$ cat config.mk
export PLATFORM = sky130hd
export DESIGN_NAME = mpi_bus_initiator
export DESIGN_NICKNAME = d
export VERILOG_FILES = /design/src/rtl/mpi_bus_pkg.sv /design/src/rtl/mpi_bus_access.sv /design/src/rtl/mpi_bus_initiator.sv
export SDC_FILE = /design/constraint.sdc
export NUM_CORES = 1
export LEC_CHECK = 0
export BUFFER_PORTS_ARGS = -buffer_cell sky130_fd_sc_hd__buf_2
export CAP_MARGIN = 25
export CORE_MARGIN = 2
export CORE_UTILIZATION = 45
export CTS_CLUSTER_DIAMETER = 40
export CTS_CLUSTER_SIZE = 20
export DETAILED_ROUTE_END_ITERATION = 12
export MAX_ROUTING_LAYER = met4
export PLACE_DENSITY_LB_ADDON = 0.12
export SYNTH_ARGS = -nofsm -noshare
export SYNTH_HDL_FRONTEND = slang
export SYNTH_SLANG_ARGS = --single-unit
$ cat constraint.sdc
create_clock -name i_clk -period 2.72 [get_ports i_clk]
set_input_delay 0.136 -clock i_clk [delete_from_list [all_inputs] [get_ports i_clk]]
set_output_delay 0.136 -clock i_clk [all_outputs]
set_load 0.05 [all_outputs]
$ cat src/rtl/mpi_bus_pkg.sv
// Shared constants for the mpbuffer bus initiator: register offsets, module
// field position, FSM state encodings and the bus address builder.
package mpi_bus_pkg;

  localparam logic [12:0] OFS_DATA = 13'h0;
  localparam logic [12:0] OFS_LAST = 13'h4;
  localparam logic [12:0] OFS_SIZE = 13'h8;

  localparam int MOD_LSB = 13;
  localparam int MOD_MSB = 19;
  localparam int MOD_W   = MOD_MSB - MOD_LSB + 1;

  typedef logic [2:0] mpi_state_t;

  localparam mpi_state_t ST_PROBE = 3'd0;
  localparam mpi_state_t ST_IDLE  = 3'd1;
  localparam mpi_state_t ST_SEND  = 3'd2;
  localparam mpi_state_t ST_RSIZE = 3'd3;
  localparam mpi_state_t ST_RDATA = 3'd4;
  localparam mpi_state_t ST_DONE  = 3'd5;
  localparam mpi_state_t ST_ERROR = 3'd6;

  localparam logic [2:0] BACKOFF_CYC = 3'd4;

  function automatic logic [31:0] mk_addr(input logic [MOD_W-1:0] mod,
                                          input logic [12:0] ofs);
    mk_addr = '0;
    mk_addr[MOD_MSB:MOD_LSB] = mod;
    mk_addr[MOD_LSB-1:0] = ofs;
  endfunction

endpackage

$ cat src/rtl/mpi_bus_access.sv
// Single bus access engine: owns bus_en/addr/we/data for one access, applies
// the ack/err handshake with a timeout, and reports done/err/rdata as pulses.
module mpi_bus_access
  import mpi_bus_pkg::*;
#(
  parameter int TIMEOUT = 255
) (
  input  logic        i_clk,
  input  logic        i_rst_n,
  input  logic        i_start,
  input  logic [31:0] i_addr,
  input  logic        i_we,
  input  logic [31:0] i_wdata,
  output logic        o_done,
  output logic        o_err,
  output logic [31:0] o_rdata,
  output logic [31:0] o_bus_addr,
  output logic        o_bus_we,
  output logic        o_bus_en,
  output logic [31:0] o_bus_data_out,
  input  logic [31:0] i_bus_data_in,
  input  logic        i_bus_ack,
  input  logic        i_bus_err
);

  localparam int TO_W = $clog2(TIMEOUT + 1);
  localparam logic [TO_W-1:0] TO_LAST = TO_W'(TIMEOUT - 1);

  logic            r_en;
  logic            r_we;
  logic [31:0]     r_addr;
  logic [31:0]     r_wdata;
  logic [31:0]     r_rdata;
  logic            r_done;
  logic            r_err;
  logic [TO_W-1:0] r_to;

  always_ff @(posedge i_clk or negedge i_rst_n) begin
    if (!i_rst_n) begin
      r_en    <= 1'b0;
      r_we    <= 1'b0;
      r_addr  <= '0;
      r_wdata <= '0;
      r_rdata <= '0;
      r_done  <= 1'b0;
      r_err   <= 1'b0;
      r_to    <= '0;
    end else begin
      r_done <= 1'b0;
      r_err  <= 1'b0;
      if (r_en) begin
        // err has priority over a simultaneous ack
        if (i_bus_err) begin
          r_en  <= 1'b0;
          r_err <= 1'b1;
          r_to  <= '0;
        end else if (i_bus_ack) begin
          r_en    <= 1'b0;
          r_done  <= 1'b1;
          r_rdata <= i_bus_data_in;
          r_to    <= '0;
        end else if (r_to == TO_LAST) begin
          r_en  <= 1'b0;
          r_err <= 1'b1;
          r_to  <= '0;
        end else begin
          r_to <= r_to + 1'b1;
        end
      end else if (i_start && !r_done && !r_err) begin
        r_en    <= 1'b1;
        r_addr  <= i_addr;
        r_we    <= i_we;
        r_wdata <= i_wdata;
      end
    end
  end

  assign o_done         = r_done;
  assign o_err          = r_err;
  assign o_rdata        = r_rdata;
  assign o_bus_en       = r_en;
  assign o_bus_we       = r_we & r_en;
  assign o_bus_addr     = r_addr;
  assign o_bus_data_out = r_wdata;

endmodule

$ cat src/rtl/mpi_bus_initiator.sv
// Command FSM that turns send/receive requests into mpbuffer register accesses.
//   PROBE | read endpoint count from module 0 once after reset
//   IDLE  | accept a command
//   SEND  | push tx flits, last one to the close-packet offset
//   RSIZE | poll head packet size with backoff while empty
//   RDATA | pop flits, one outstanding until rx sink takes it
//   DONE  | done pulse
//   ERROR | error pulse
module mpi_bus_initiator
  import mpi_bus_pkg::*;
#(
  parameter int EP_WIDTH  = 7,
  parameter int LEN_WIDTH = 8,
  parameter int TIMEOUT   = 255
) (
  input  logic                 i_clk,
  input  logic                 i_rst_n,
  input  logic                 i_cmd_valid,
  output logic                 o_cmd_ready,
  input  logic                 i_cmd_write,
  input  logic [EP_WIDTH-1:0]  i_cmd_ep,
  input  logic [LEN_WIDTH-1:0] i_cmd_len,
  input  logic [31:0]          i_tx_data,
  input  logic                 i_tx_valid,
  output logic                 o_tx_ready,
  output logic [31:0]          o_rx_data,
  output logic                 o_rx_valid,
  input  logic                 i_rx_ready,
  output logic [LEN_WIDTH-1:0] o_rx_len,
  output logic                 o_done,
  output logic                 o_error,
  output logic [31:0]          o_bus_addr,
  output logic                 o_bus_we,
  output logic                 o_bus_en,
  output logic [31:0]          o_bus_data_out,
  input  logic [31:0]          i_bus_data_in,
  input  logic                 i_bus_ack,
  input  logic                 i_bus_err
);

  mpi_state_t           r_state;
  logic [EP_WIDTH:0]    r_num_ep;
  logic [EP_WIDTH-1:0]  r_ep;
  logic [LEN_WIDTH-1:0] r_rem;
  logic [LEN_WIDTH-1:0] r_rx_len;
  logic [31:0]          r_rx_data;
  logic                 r_rx_valid;
  logic                 r_wait;
  logic [2:0]           r_backoff;

  logic                 w_start;
  logic                 w_we;
  logic [31:0]          w_addr;
  logic [31:0]          w_wdata;
  logic                 w_tx_ready;
  logic                 w_acc_done;
  logic                 w_acc_err;
  logic [31:0]          w_acc_rdata;
  logic [MOD_W-1:0]     w_mod;
  logic                 w_size_ovf;
  logic [EP_WIDTH:0]    w_ep_cnt;

  assign w_mod      = MOD_W'(r_ep) + MOD_W'(1);
  assign w_size_ovf = |w_acc_rdata[31:LEN_WIDTH];
  // an endpoint count beyond what cmd_ep can address saturates
  assign w_ep_cnt   = (|w_acc_rdata[31:EP_WIDTH+1]) ? {1'b1, {EP_WIDTH{1'b0}}}
                                                    : w_acc_rdata[EP_WIDTH:0];

  always_comb begin
    w_start    = 1'b0;
    w_we       = 1'b0;
    w_addr     = '0;
    w_wdata    = '0;
    w_tx_ready = 1'b0;
    case (r_state)
      ST_PROBE: begin
        if (!r_wait) begin
          w_start = 1'b1;
          w_addr  = mk_addr('0, OFS_DATA);
        end
      end
      ST_SEND: begin
        if (!r_wait && i_tx_valid) begin
          w_start    = 1'b1;
          w_we       = 1'b1;
          w_wdata    = i_tx_data;
          w_tx_ready = 1'b1;
          w_addr     = mk_addr(w_mod, (r_rem == LEN_WIDTH'(1)) ? OFS_LAST : OFS_DATA);
        end
      end
      ST_RSIZE: begin
        if (!r_wait && r_backoff == '0) begin
          w_start = 1'b1;
          w_addr  = mk_addr(w_mod, OFS_SIZE);
        end
      end
      ST_RDATA: begin
        if (!r_wait && !r_rx_valid) begin
          w_start = 1'b1;
          w_addr  = mk_addr(w_mod, OFS_DATA);
        end
      end
      default: ;
    endcase
  end

  always_ff @(posedge i_clk or negedge i_rst_n) begin
    if (!i_rst_n) begin
      r_state    <= ST_PROBE;
      r_num_ep   <= '0;
      r_ep       <= '0;
      r_rem      <= '0;
      r_rx_len   <= '0;
      r_rx_data  <= '0;
      r_rx_valid <= 1'b0;
      r_wait     <= 1'b0;
      r_backoff  <= '0;
    end else begin
      if (w_start) r_wait <= 1'b1;
      else if (w_acc_done || w_acc_err) r_wait <= 1'b0;

      case (r_state)
        ST_PROBE: begin
          if (w_acc_err) r_state <= ST_ERROR;
          else if (w_acc_done) begin
            r_num_ep <= w_ep_cnt;
            r_state  <= ST_IDLE;
          end
        end
        ST_IDLE: begin
          if (i_cmd_valid) begin
            r_ep      <= i_cmd_ep;
            r_rem     <= i_cmd_len;
            r_backoff <= '0;
            if (({1'b0, i_cmd_ep} >= r_num_ep) || (i_cmd_write && i_cmd_len == '0))
              r_state <= ST_ERROR;
            else if (i_cmd_write)
              r_state <= ST_SEND;
            else
              r_state <= ST_RSIZE;
          end
        end
        ST_SEND: begin
          if (w_acc_err) r_state <= ST_ERROR;
          else if (w_acc_done) begin
            r_rem <= r_rem - 1'b1;
            if (r_rem == LEN_WIDTH'(1)) r_state <= ST_DONE;
          end
        end
        ST_RSIZE: begin
          if (r_backoff != '0) r_backoff <= r_backoff - 1'b1;
          if (w_acc_err) r_state <= ST_ERROR;
          else if (w_acc_done) begin
            if (w_acc_rdata == '0) r_backoff <= BACKOFF_CYC;
            else if (w_size_ovf) r_state <= ST_ERROR;
            else begin
              r_rx_len <= w_acc_rdata[LEN_WIDTH-1:0];
              r_rem    <= w_acc_rdata[LEN_WIDTH-1:0];
              r_state  <= ST_RDATA;
            end
          end
        end
        ST_RDATA: begin
          if (w_acc_err) r_state <= ST_ERROR;
          else if (w_acc_done) begin
            r_rx_data  <= w_acc_rdata;
            r_rx_valid <= 1'b1;
          end else if (r_rx_valid && i_rx_ready) begin
            r_rx_valid <= 1'b0;
            r_rem      <= r_rem - 1'b1;
            if (r_rem == LEN_WIDTH'(1)) r_state <= ST_DONE;
          end
        end
        ST_DONE:  r_state <= ST_IDLE;
        ST_ERROR: r_state <= ST_IDLE;
        default:  r_state <= ST_IDLE;
      endcase
    end
  end

  mpi_bus_access #(
    .TIMEOUT (TIMEOUT)
  ) u_access (
    .i_clk          (i_clk),
    .i_rst_n        (i_rst_n),
    .i_start        (w_start),
    .i_addr         (w_addr),
    .i_we           (w_we),
    .i_wdata        (w_wdata),
    .o_done         (w_acc_done),
    .o_err          (w_acc_err),
    .o_rdata        (w_acc_rdata),
    .o_bus_addr     (o_bus_addr),
    .o_bus_we       (o_bus_we),
    .o_bus_en       (o_bus_en),
    .o_bus_data_out (o_bus_data_out),
    .i_bus_data_in  (i_bus_data_in),
    .i_bus_ack      (i_bus_ack),
    .i_bus_err      (i_bus_err)
  );

  assign o_cmd_ready = (r_state == ST_IDLE);
  assign o_tx_ready  = w_tx_ready;
  assign o_rx_data   = r_rx_data;
  assign o_rx_valid  = r_rx_valid;
  assign o_rx_len    = r_rx_len;
  assign o_done      = (r_state == ST_DONE);
  assign o_error     = (r_state == ST_ERROR);

endmodule

==> results.cfg, run 1 <==
[cells_and_area]
nNetsFinal = 1082
syn2layout_area_growth_pct = 34.7
fin_util_pct = 61.4
drive_above_1_share_pct = 29.1
diodes = 0

[floorplan]
num_rows = 46
io_pins = 198
die_x_um = 130
die_h_um = 130
core_mm2 = 0.0158
initial_utilization_pct = 45.5
fp.dieArea_mm2 = 0.0170

[hold_path]
hp-class = in2reg

[timing]
finalHoldViolations = 0
hold_ws_ps = 19.3
fmax_ghz = 0.405
setup-tns-final_ps = 0
slew_violations = 0
finalCriticalPeriod_ps = 2470
tightest_slew_ps = 914
worst_slack_ps = 254
rsz0062_at_grt = no
clock_skew_ps = 7.11
setup_violations = 0
timing.final.crit_share_pct = 90.7
slew_headroom_pct = 38.6

[detailed_routing]
drt_first_iter_violations = 294
vias_per_cell = 4.93
antenna_left = 0
first_pass_iters = 4
drc_errors = 0
wl_per_cell_um = 14.9
drt-total-wl_mm = 18.0
routed-via-count = 5961

[pwr]
power.leakage_nw = 4.88
power_mw = 9.41
pwr-share-comb_pct = 35.4
p_sw_mw = 3.68
swShare_pct = 39.1
power_frac_seq_pct = 36.7
clkPwrFrac_pct = 27.9
peakVddDrop_mv = 0.502
internal_power_mw = 5.73
powerDensity_mw_per_mm2 = 972

[clocking]
clk_pin_slew_worst_paths_ps = 60
cts_tree = built
cts_buffer_depth = 2
htree_levels = 4
post_cts_buffers = 0
cts_buffers = 17
cts_root_buf = clkbuf_16
insertion_delay_ps = 420
cts.sinks = 156

[setup_path]
critPathLaunchType = flop
path_max_fanout = 8
crit_arrival_ps = 2770
crit_required_ps = 3030
crit_type = reg2reg
end_kind = flop

[run_status]
status = finished, final reports clean

[placement]
gp_congestion = 0.884
dp_hpwl_mm = 12.2
port-buffer-count = 174
dpl_worst_slack_ps = 210

[yosys]
synth_warnings = 0
synth_cell_types = 59
synth_seq_cells = 156
avgSynthCellArea_um2 = 9.89
synth-seq-area-share_pct = 54.3
syn_inst = 726
synth_edf_count = 0
syn_area_mm2 = 0.00718
async_flop_share_pct = 100
synth_ff_type = dfrtp_1

[job]
cap_violations = 0

[grt]
grt-ovfl-total = 0
grt_usage_pct = 22.3
antenna_found_initial = 0
grt_max_degree = 71
grt_pass1_wl_mm = 28.7
grt_pass1_vias = 5899
## flip-flops by register name, summed over array words and instances (netlist names)
name and flops:
u_access.o_done 1, r_backoff 3, r_ep 7, u_access.o_bus_data_out 32, o_rx_len 8, u_access.o_rdata 32, r_num_ep 8, r_state 3
u_access.o_bus_en 1, u_access.o_bus_addr 9, o_rx_valid 1, u_access.r_we 1, o_rx_data 32, u_access.r_to 8, u_access.o_err 1, r_wait 1
r_rem 8
## cell families after synthesis
group / after synthesis / share of synthesized area (%)
flip-flops: 156 / 54.3
adder cells (fa/ha/maj): 14 / 2.44
XOR/XNOR: 10 / 1.22
other: 1 / 0.0522
buffers and inverters: 75 / 5.47
AO/OA/AOI/OAI: 120 / 10.6
multiplexers: 50 / 7.80
AND/OR/NAND/NOR: 300 / 18.1
## area by class of cell
type	count	area, µm²
clock buffers	19	443
clock inverters	13	210
fillers	1358	6090
inverters	20	75.1
multi-input cells	517	2980
flip-flops and latches	156	3900
well taps	216	270
repair buffers	269	1800
## worst max-delay path, cell delays in order (launching register included)
cell,delay [ps]
dfrtp_1,410
nor4_1,450
buf_4,200
nand4_1,230
nor3_1,300
nor3b_2,230
buf_4,200
mux2_2,340
## synthesized netlist by cell type, types with 4 or more instances
cell type | number | area share (%)
nand2_1 | 209 | 11
dfrtp_1 | 156 | 54
o21ai_0 | 64 | 4.5
mux2_2 | 48 | 7.5
nor2_1 | 29 | 1.5
buf_4 | 23 | 2.4
clkbuf_1 | 20 | 1.0
inv_1 | 20 | 1.0
a21oi_1 | 14 | 0.98
ha_1 | 14 | 2.4
nor4_1 | 9 | 0.78
buf_2 | 8 | 0.56
nand3_1 | 8 | 0.56
nor3_1 | 8 | 0.56
a221oi_1 | 7 | 0.85
nand2b_1 | 7 | 0.61
xnor2_1 | 7 | 0.85
o31ai_1 | 6 | 0.63
and3_1 | 4 | 0.35
o2bb2ai_1 | 4 | 0.49
o31ai_2 | 4 | 0.70
## what timing repair did
action	in CTS	in global routing
endpoints found under the hold margin	125	0
hold buffers	73	0
gates resized for setup	0	0
endpoints found under the setup margin	0	0
## per-layer routing
layer | up-vias | wire length (µm) | share of wire, % | track usage (%)
met3 | 18 | 992 | 5.5 | 4.67
met5 | - | 0 | 0 | -
li1 | 2933 | - | - | -
met4 | 0 | 300 | 1.7 | 7.95
met2 | 193 | 8490 | 47 | 35.4
met1 | 2817 | 8190 | 46 | 28.6
## power by group through the flow
stage	Sequential [mW]	Clock, mW	Combinational (mW)
after floorplan	4.04	0	1.77
after global placement	3.46	0	3.20
after detailed placement	3.49	0	3.26
after CTS	3.45	2.68	3.35
after global routing	3.55	2.77	3.66
final	3.45	2.62	3.33
## path summary, 6_finish.rpt
| path | from | end | slack [ps] | cells past startpoint |
|---|---|---|---|---|
| max | u_access.o_rdata[8]$_DFFE_PN0P_ | o_rx_len[7]$_DFFE_PN0P_ | 250 | 7 |
| max reg2reg | u_access.o_rdata[8]$_DFFE_PN0P_ | o_rx_len[7]$_DFFE_PN0P_ | 250 | 7 |
| min reg2reg | u_access.o_bus_addr[16]$_DFFE_PN0P_ | u_access.o_bus_addr[16]$_DFFE_PN0P_ | 470 | 2 |
| max in group asynchronous | i_rst_n | o_rx_data[27]$_DFFE_PN0P_ | 1660 | 3 |
| min | i_bus_ack | u_access.r_to[4]$_DFFE_PN0P_ | 20 | 3 |
| min in group asynchronous | i_rst_n | u_access.o_bus_data_out[16]$_DFFE_PN0P_ | 240 | 2 |
## cells in the final DEF (no fill, tap or decap), types with 3 or more instances in the layout
master | netlist | final
ha_1 | 14 | 14
nor2_1 | 29 | 29
inv_6 | 0 | 3
inv_1 | 20 | 20
nor2b_1 | 3 | 3
o31ai_1 | 6 | 6
dfrtp_1 | 156 | 156
dlygate4sd3_1 | 0 | 73
nor4_1 | 9 | 9
or3_1 | 3 | 3
nand2_1 | 209 | 209
buf_2 | 8 | 173
o2bb2ai_1 | 4 | 4
o21ai_0 | 64 | 64
conb_1 | 1 | 23
xnor2_1 | 7 | 7
mux2_2 | 48 | 48
nor3_1 | 8 | 8
o31ai_2 | 4 | 4
xor2_1 | 3 | 3
or4_1 | 3 | 3
buf_4 | 23 | 20
and3_1 | 4 | 4
a21oi_1 | 14 | 14
clkbuf_16 | 0 | 17
a221oi_1 | 7 | 7
nand3_1 | 8 | 8
bufinv_16 | 0 | 5
nand2b_1 | 7 | 7
## metrics by stage
step                      cells  instance area, µm²
after floorplan             748                7270
after global placement     1105                8290
after detailed placement   1105                8290
after CTS                  1210                9680
after global routing       1210                9680
final                      1210                9680
Note: power is estimated with default switching activity, not from simulation.
==> inputs of run 2 (changes only) <==
- CORE_UTILIZATION: 45 -> 53
==> run 2 against run 1 <==
- cell count fell by 3.4%
- non-clock buffer count rose by 2
- cell area shrank 1.8%
- sequential cell count unchanged
- critical endpoint is now u_access.o_bus_data_out[28]$_DFFE_PN0P_
- largest cell class unchanged
==> results.cfg, run 2 (synthesized netlist as in run 1, its figures left out) <==
[pwr]
clkPwrFrac_pct = 24.2
power.leakage_nw = 4.83
p_sw_mw = 3.65
powerDensity_mw_per_mm2 = 948
power_mw = 9.01
swShare_pct = 40.5
internal_power_mw = 5.36
power_frac_seq_pct = 38.3
pwr-share-comb_pct = 37.6
peakVddDrop_mv = 0.624

[clocking]
cts_tree = built
clk_pin_slew_worst_paths_ps = 60
cts_buffer_depth = 2
cts_buffers = 17
cts.sinks = 156
post_cts_buffers = 0
cts_root_buf = clkbuf_16
insertion_delay_ps = 420
htree_levels = 4
cts_resized = 0

[setup_path]
r2r-start = r_state[0]$_DFFE_PN0P_
critPathLaunchType = flop
reg2reg_depth = 7
rrSetupSlack_ps = 280
cp_slowest_cell = a2111o_2
path_cells = or3b_4 > o2bb2ai_2 > a21oi_2 > a2111o_2 > buf_4 > nand2_1 > o21ai_0
rr_endpoint = u_access.o_bus_data_out[28]$_DFFE_PN0P_
critPathMaxStageDelay_ps = 560
crit_type = reg2reg
crit_arrival_ps = 2710
end_kind = flop
path_max_fanout = 52
crit_required_ps = 3000

[cells_and_area]
mostFrequentLayoutCells = nand2_1, buf_2, dfrtp_1
syn2layout_area_growth_pct = 32.3
stdcell_area_mm2 = 0.00950
drive_above_1_share_pct = 29.0
final_common_cell = nand2_1
nNetsFinal = 1084
diodes = 0

[timing]
rsz0062_at_grt = no
slew_violations = 0
setup_violations = 0
worst_slack_ps = 281
slew_headroom_pct = 35.9
setup-tns-final_ps = 0
finalHoldViolations = 0
clock_skew_ps = 8.26
fmax_ghz = 0.410
finalCriticalPeriod_ps = 2440
timing.final.crit_share_pct = 89.7
tightest_slew_ps = 954

[hold_path]
hp-class = in2reg
min_from = i_bus_ack
holdPathEnd = u_access.r_to[4]$_DFFE_PN0P_
min_path_cells = 3

[detailed_routing]
first_pass_iters = 5
drt_first_iter_violations = 348
antenna_left = 0
vias_per_cell = 5.31
drc_errors = 0
wl_per_cell_um = 15.8
drt-total-wl_mm = 18.4
routed-via-count = 6212

[grt]
grt_pass1_wl_mm = 29.4
busiest_layer = met2
antenna_found_initial = 0
grt_max_degree = 82
grtUsageMet1_pct = 33.3
use_met3_pct = 5.14
grtUsageMet2_pct = 43.4
grt-ovfl-total = 0
grt_pass1_vias = 5965
grt_usage_pct = 26.6

[floorplan]
num_rows = 42
io_pins = 198
die_h_um = 120
fp.dieArea_mm2 = 0.0145
initial_utilization_pct = 54.2
die_x_um = 120
core_mm2 = 0.0132

[run_status]
status = finished, final reports clean

[placement]
dpl_worst_slack_ps = 301
gp_congestion = 0.916
port-buffer-count = 174
dp_hpwl_mm = 12.1
dpl-instance-area_mm2 = 0.00823

[job]
cap_violations = 0
==> run 2: final cells by class <==
type                       instances  area [µm²]
sequential                       156        3900
fill                            1012        3740
multi-input combinational        517        2980
timing repair buffer             271        1790
clock buffer                      21         470
tap                              176         220
inverter                          20        75.1
clock inverter                     8        70.1
==> run 2: critical path, delay by kind of cell, from the launching register on <==
family,cells,cell delay [ps]
AO/OA/AOI/OAI,4,890
flip-flops,1,500
buffers and inverters,1,320
AND/OR/NAND/NOR,2,580
==> run 2: repair_timing <==
action / in CTS / in global routing
setup endpoints to repair: 0 / 0
endpoints found under the hold margin: 149 / 0
hold buffers: 73 / 0
==> run 2: power by group through the flow <==
| stage | logic [mW] | clock network [mW] | registers [mW] |
|---|---|---|---|
| 5_1_grt | 3.67 | 2.34 | 3.52 |
| 3_3_place_gp | 3.19 | 0 | 3.44 |
| 6_report | 3.39 | 2.18 | 3.45 |
| 3_5_place_dp | 3.27 | 0 | 3.47 |
| 4_1_cts | 3.37 | 2.22 | 3.43 |
| 2_1_floorplan | 1.77 | 0 | 4.04 |
==> run 2: through the flow <==
step / std cells / util (%) / hold slack (ps)
after detailed placement: 1067 / 62.2 / 213
after floorplan: 748 / - / -160
after global placement: 1067 / 62.2 / 211
after CTS: 1169 / 71.8 / 0.159
after global routing: 1169 / 71.8 / 4.42
final: 1169 / 71.8 / 19.4
==> run 2: per-layer routing <==
metal	part of all wire [%]	wire length [µm]
met1	43	7840
met2	49	9090
met3	6.2	1140
met4	2.0	371
met5	0	0
==> run 2: worst max-delay path by stage <==
| stage | start | to | slack [ps] | depth (start not counted) |
|---|---|---|---|---|
| global placement | u_access.o_rdata[9]$_DFFE_PN0P_ | o_rx_len[7]$_DFFE_PN0P_ | 360 | 6 |
| floorplan | r_state[0]$_DFFE_PN0P_ | r_rem[1]$_DFFE_PN0P_ | 370 | 9 |
| CTS | r_state[0]$_DFFE_PN0P_ | u_access.o_bus_data_out[28]$_DFFE_PN0P_ | 290 | 7 |
| finish | r_state[0]$_DFFE_PN0P_ | u_access.o_bus_data_out[28]$_DFFE_PN0P_ | 280 | 7 |
| detailed placement | r_state[0]$_DFFE_PN0P_ | u_access.o_bus_data_out[18]$_DFFE_PN0P_ | 300 | 7 |
| global route | r_state[0]$_DFFE_PN0P_ | u_access.o_bus_data_out[28]$_DFFE_PN0P_ | 120 | 7 |
==> inputs of run 3 (changes only) <==
- ABC_AREA: unset -> 1
==> run 3 against run 2 <==
- largest power group is now combinational cells
- clock-buffer cell count down 2
- setup slack better by 260 ps
- die area increased by 3.8%
- synthesized cell count up 23%
- largest cell class unchanged
- fmax is 12% higher
- non-clock buffer count decreased by 22
- critical path depth is 1 lower
- sequential power rose by 4%
- sequential share of layout area shrank 0.70 points
==> results.cfg, run 3 <==
[yosys]
yosysTopAreaCell = dfrtp_1
synth-seq-area-share_pct = 52.3
synth_seq_cells = 156
synth_top_area_share_pct = 52.3
synth_common_cells = nand2_1, dfrtp_1, inv_1
yosysMostFrequentCell = nand2_1
syn_inst = 891
synth_area_leaders = dfrtp_1, nand2_1, inv_1, o21ai_0, o21ai_2
synth_ff_type = dfrtp_1
avgSynthCellArea_um2 = 8.38
synth_warnings = 0
async_flop_share_pct = 100
syn_area_mm2 = 0.00746
synth_edf_count = 0
synth_cell_types = 37

[setup_path]
critPathLaunchType = flop
critPathCapture = u_access.o_bus_data_out[2]$_DFFE_PN0P_
crit_start = r_state[0]$_DFFE_PN0P_
cp_slowest_cell = dfrtp_1
crit_arrival_ps = 2500
critPathMaxStageDelay_ps = 480
crit_top_cell = nand3_4
path_max_fanout = 34
r2r-start = r_state[0]$_DFFE_PN0P_
path_cells = nor2_1 > nand3_1 > nand3_4 > o21bai_4 > nand3_4 > o21ai_0
crit_type = reg2reg
crit_family = simple AND/OR/NAND/NOR gates
rr_endpoint = u_access.o_bus_data_out[2]$_DFFE_PN0P_
rrSetupSlack_ps = 540
path_depth = 6
end_kind = flop
reg2reg_depth = 6
crit_required_ps = 3040
cp_num_buf_inv = 0

[cells_and_area]
layout.area.seq_mm2 = 0.00390
final_common_cell = nand2_1
fin_util_pct = 69.9
fillers = 1083
layoutNonFillerInstCount = 1327
nNetsFinal = 1235
syn2layout_area_growth_pct = 29.5
multiInputGateArea_mm2 = 0.00293
mostFrequentLayoutCells = nand2_1, buf_2, dfrtp_1
drive_above_1_share_pct = 22.8
diodes = 0

[timing]
timing.final.crit_share_pct = 80.2
slew_headroom_pct = 50.2
setup_violations = 0
finalHoldViolations = 0
tightest_slew_ps = 746
finalCriticalPeriod_ps = 2180
hold_ws_ps = 8.42
fmax_ghz = 0.458
setup-tns-final_ps = 0
slew_violations = 0
rsz0062_at_grt = no
clock_skew_ps = 6.53

[grt]
grt_pass1_wl_mm = 29.5
grt-ovfl-total = 0
grt_pass1_vias = 6150
antenna_found_initial = 0
grt_max_degree = 69
grt_usage_pct = 25.9

[floorplan]
core_mm2 = 0.0138
num_rows = 43
initial_utilization_pct = 54.0
die_x_um = 123
io_pins = 198
fp.dieArea_mm2 = 0.0150
die_h_um = 123

[clocking]
cts.sinks = 156
cts_resized = 0
htree_levels = 4
clk_pin_slew_worst_paths_ps = 60
cts_buffers = 17
cts_root_buf = clkbuf_16
cts_tree = built
insertion_delay_ps = 420
cts_buffer_depth = 2
post_cts_buffers = 0

[pwr]
peakVddDrop_mv = 0.907
powerDensity_mw_per_mm2 = 1010
power_mw = 9.78
power.leakage_nw = 5.33

[detailed_routing]
drc_errors = 0
vias_per_cell = 4.89
wl_met1_mm = 8.20
routed-via-count = 6493
antenna_left = 0
route.met3.wl_um = 978
first_pass_iters = 5
wl_per_cell_um = 13.6
drt-total-wl_mm = 18.1
dr_wl_met2_mm = 8.60
highest_layer = met4
drt_first_iter_violations = 415

[placement]
gp_congestion = 0.896
port-buffer-count = 174
dp.cells = 1227
dp_hpwl_mm = 11.9

[hold_path]
hp-class = in2reg

[job]
cap_violations = 0

[run_status]
status = finished, final reports clean
-- run 3: changes by cell type in the layout (fill, tap and decap cells not counted), sizes merged, moves of 7 or more --
cell	delta
a221oi	-7
buf	-17
inv	+85
mux2	-42
nand2	+130
nand2b	-7
nand3	+27
nor2	+26
nor4	-9
o21ai	+23
o31ai	-9
-- run 3: cells by family (layout without fill, tap and decap cells) --
logic type      after synthesis  after routing  synth area share (%)
simple gates                447            447                  24.5
flops                       156            156                  52.3
buf+inv                     149            383                  9.62
compound gates              111            111                  9.46
fa+ha+maj                    14             14                  2.35
xor+xnor                      7              7                 0.822
mux                           6              6                 0.905
other cells                   1             23                0.0503
-- run 3: through the flow --
step           cell area (µm²)  setup WS (ps)
2_1_floorplan             7540            467
5_1_grt                   9670            312
4_1_cts                   9670            549
6_report                  9670            539
3_3_place_gp              8380            644
3_5_place_dp              8380            573
-- run 3: power breakdown --
group	switching (mW)	leakage (nW)	total, mW	internal, mW
clock	0.952	0.294	2.42	1.47
combinational	2.68	2.96	3.77	1.08
sequential	0.564	2.08	3.59	3.02
total	4.20	5.33	9.78	5.58
-- run 3: worst reg2reg max path, stage by stage, from the launching register on --
cell and delay [ps]:
dfrtp_1 480, nor2_1 300, nand3_1 180, nand3_4 160, o21bai_4 170, nand3_4 440, o21ai_0 360
-- run 3: final cells by class --
class	count	area share (%)
Timing Repair Buffer	249	16.8
Clock buffer	19	4.58
Inverter	102	3.96
Sequential cell	156	40.4
Multi-Input combinational cell	608	30.3
Tap cell	180	2.33
Clock inverter	13	1.70
-- run 3: what timing repair did --
action / CTS / global route
hold buffers: 68 / 0
hold endpoints to repair: 132 / 0
setup endpoints to repair: 0 / 0
-- run 3: per-layer routing --
metal	vias to the layer above	global-route usage, %
li1	3239	-
met1	3019	33.2
met2	210	42.1
met3	25	4.83
met4	0	8.12
met5	-	-
-- run 3: worst min path at each step --
stage                  start  depth (start not counted)                                       to  slack [ps]
4_1_cts          i_cmd_ep[6]                          2                      r_ep[6]$_DFFE_PN0P_           2
3_5_place_dp         i_rst_n                          1  u_access.o_bus_data_out[25]$_DFFE_PN0P_         180
5_1_grt          i_cmd_ep[4]                          2                      r_ep[4]$_DFFE_PN0P_           8
3_3_place_gp         i_rst_n                          1  u_access.o_bus_data_out[25]$_DFFE_PN0P_         190
2_1_floorplan        i_rst_n                          0                 o_rx_data[0]$_DFFE_PN0P_        -160
6_report       i_tx_data[23]                          3  u_access.o_bus_data_out[23]$_DFFE_PN0P_           8
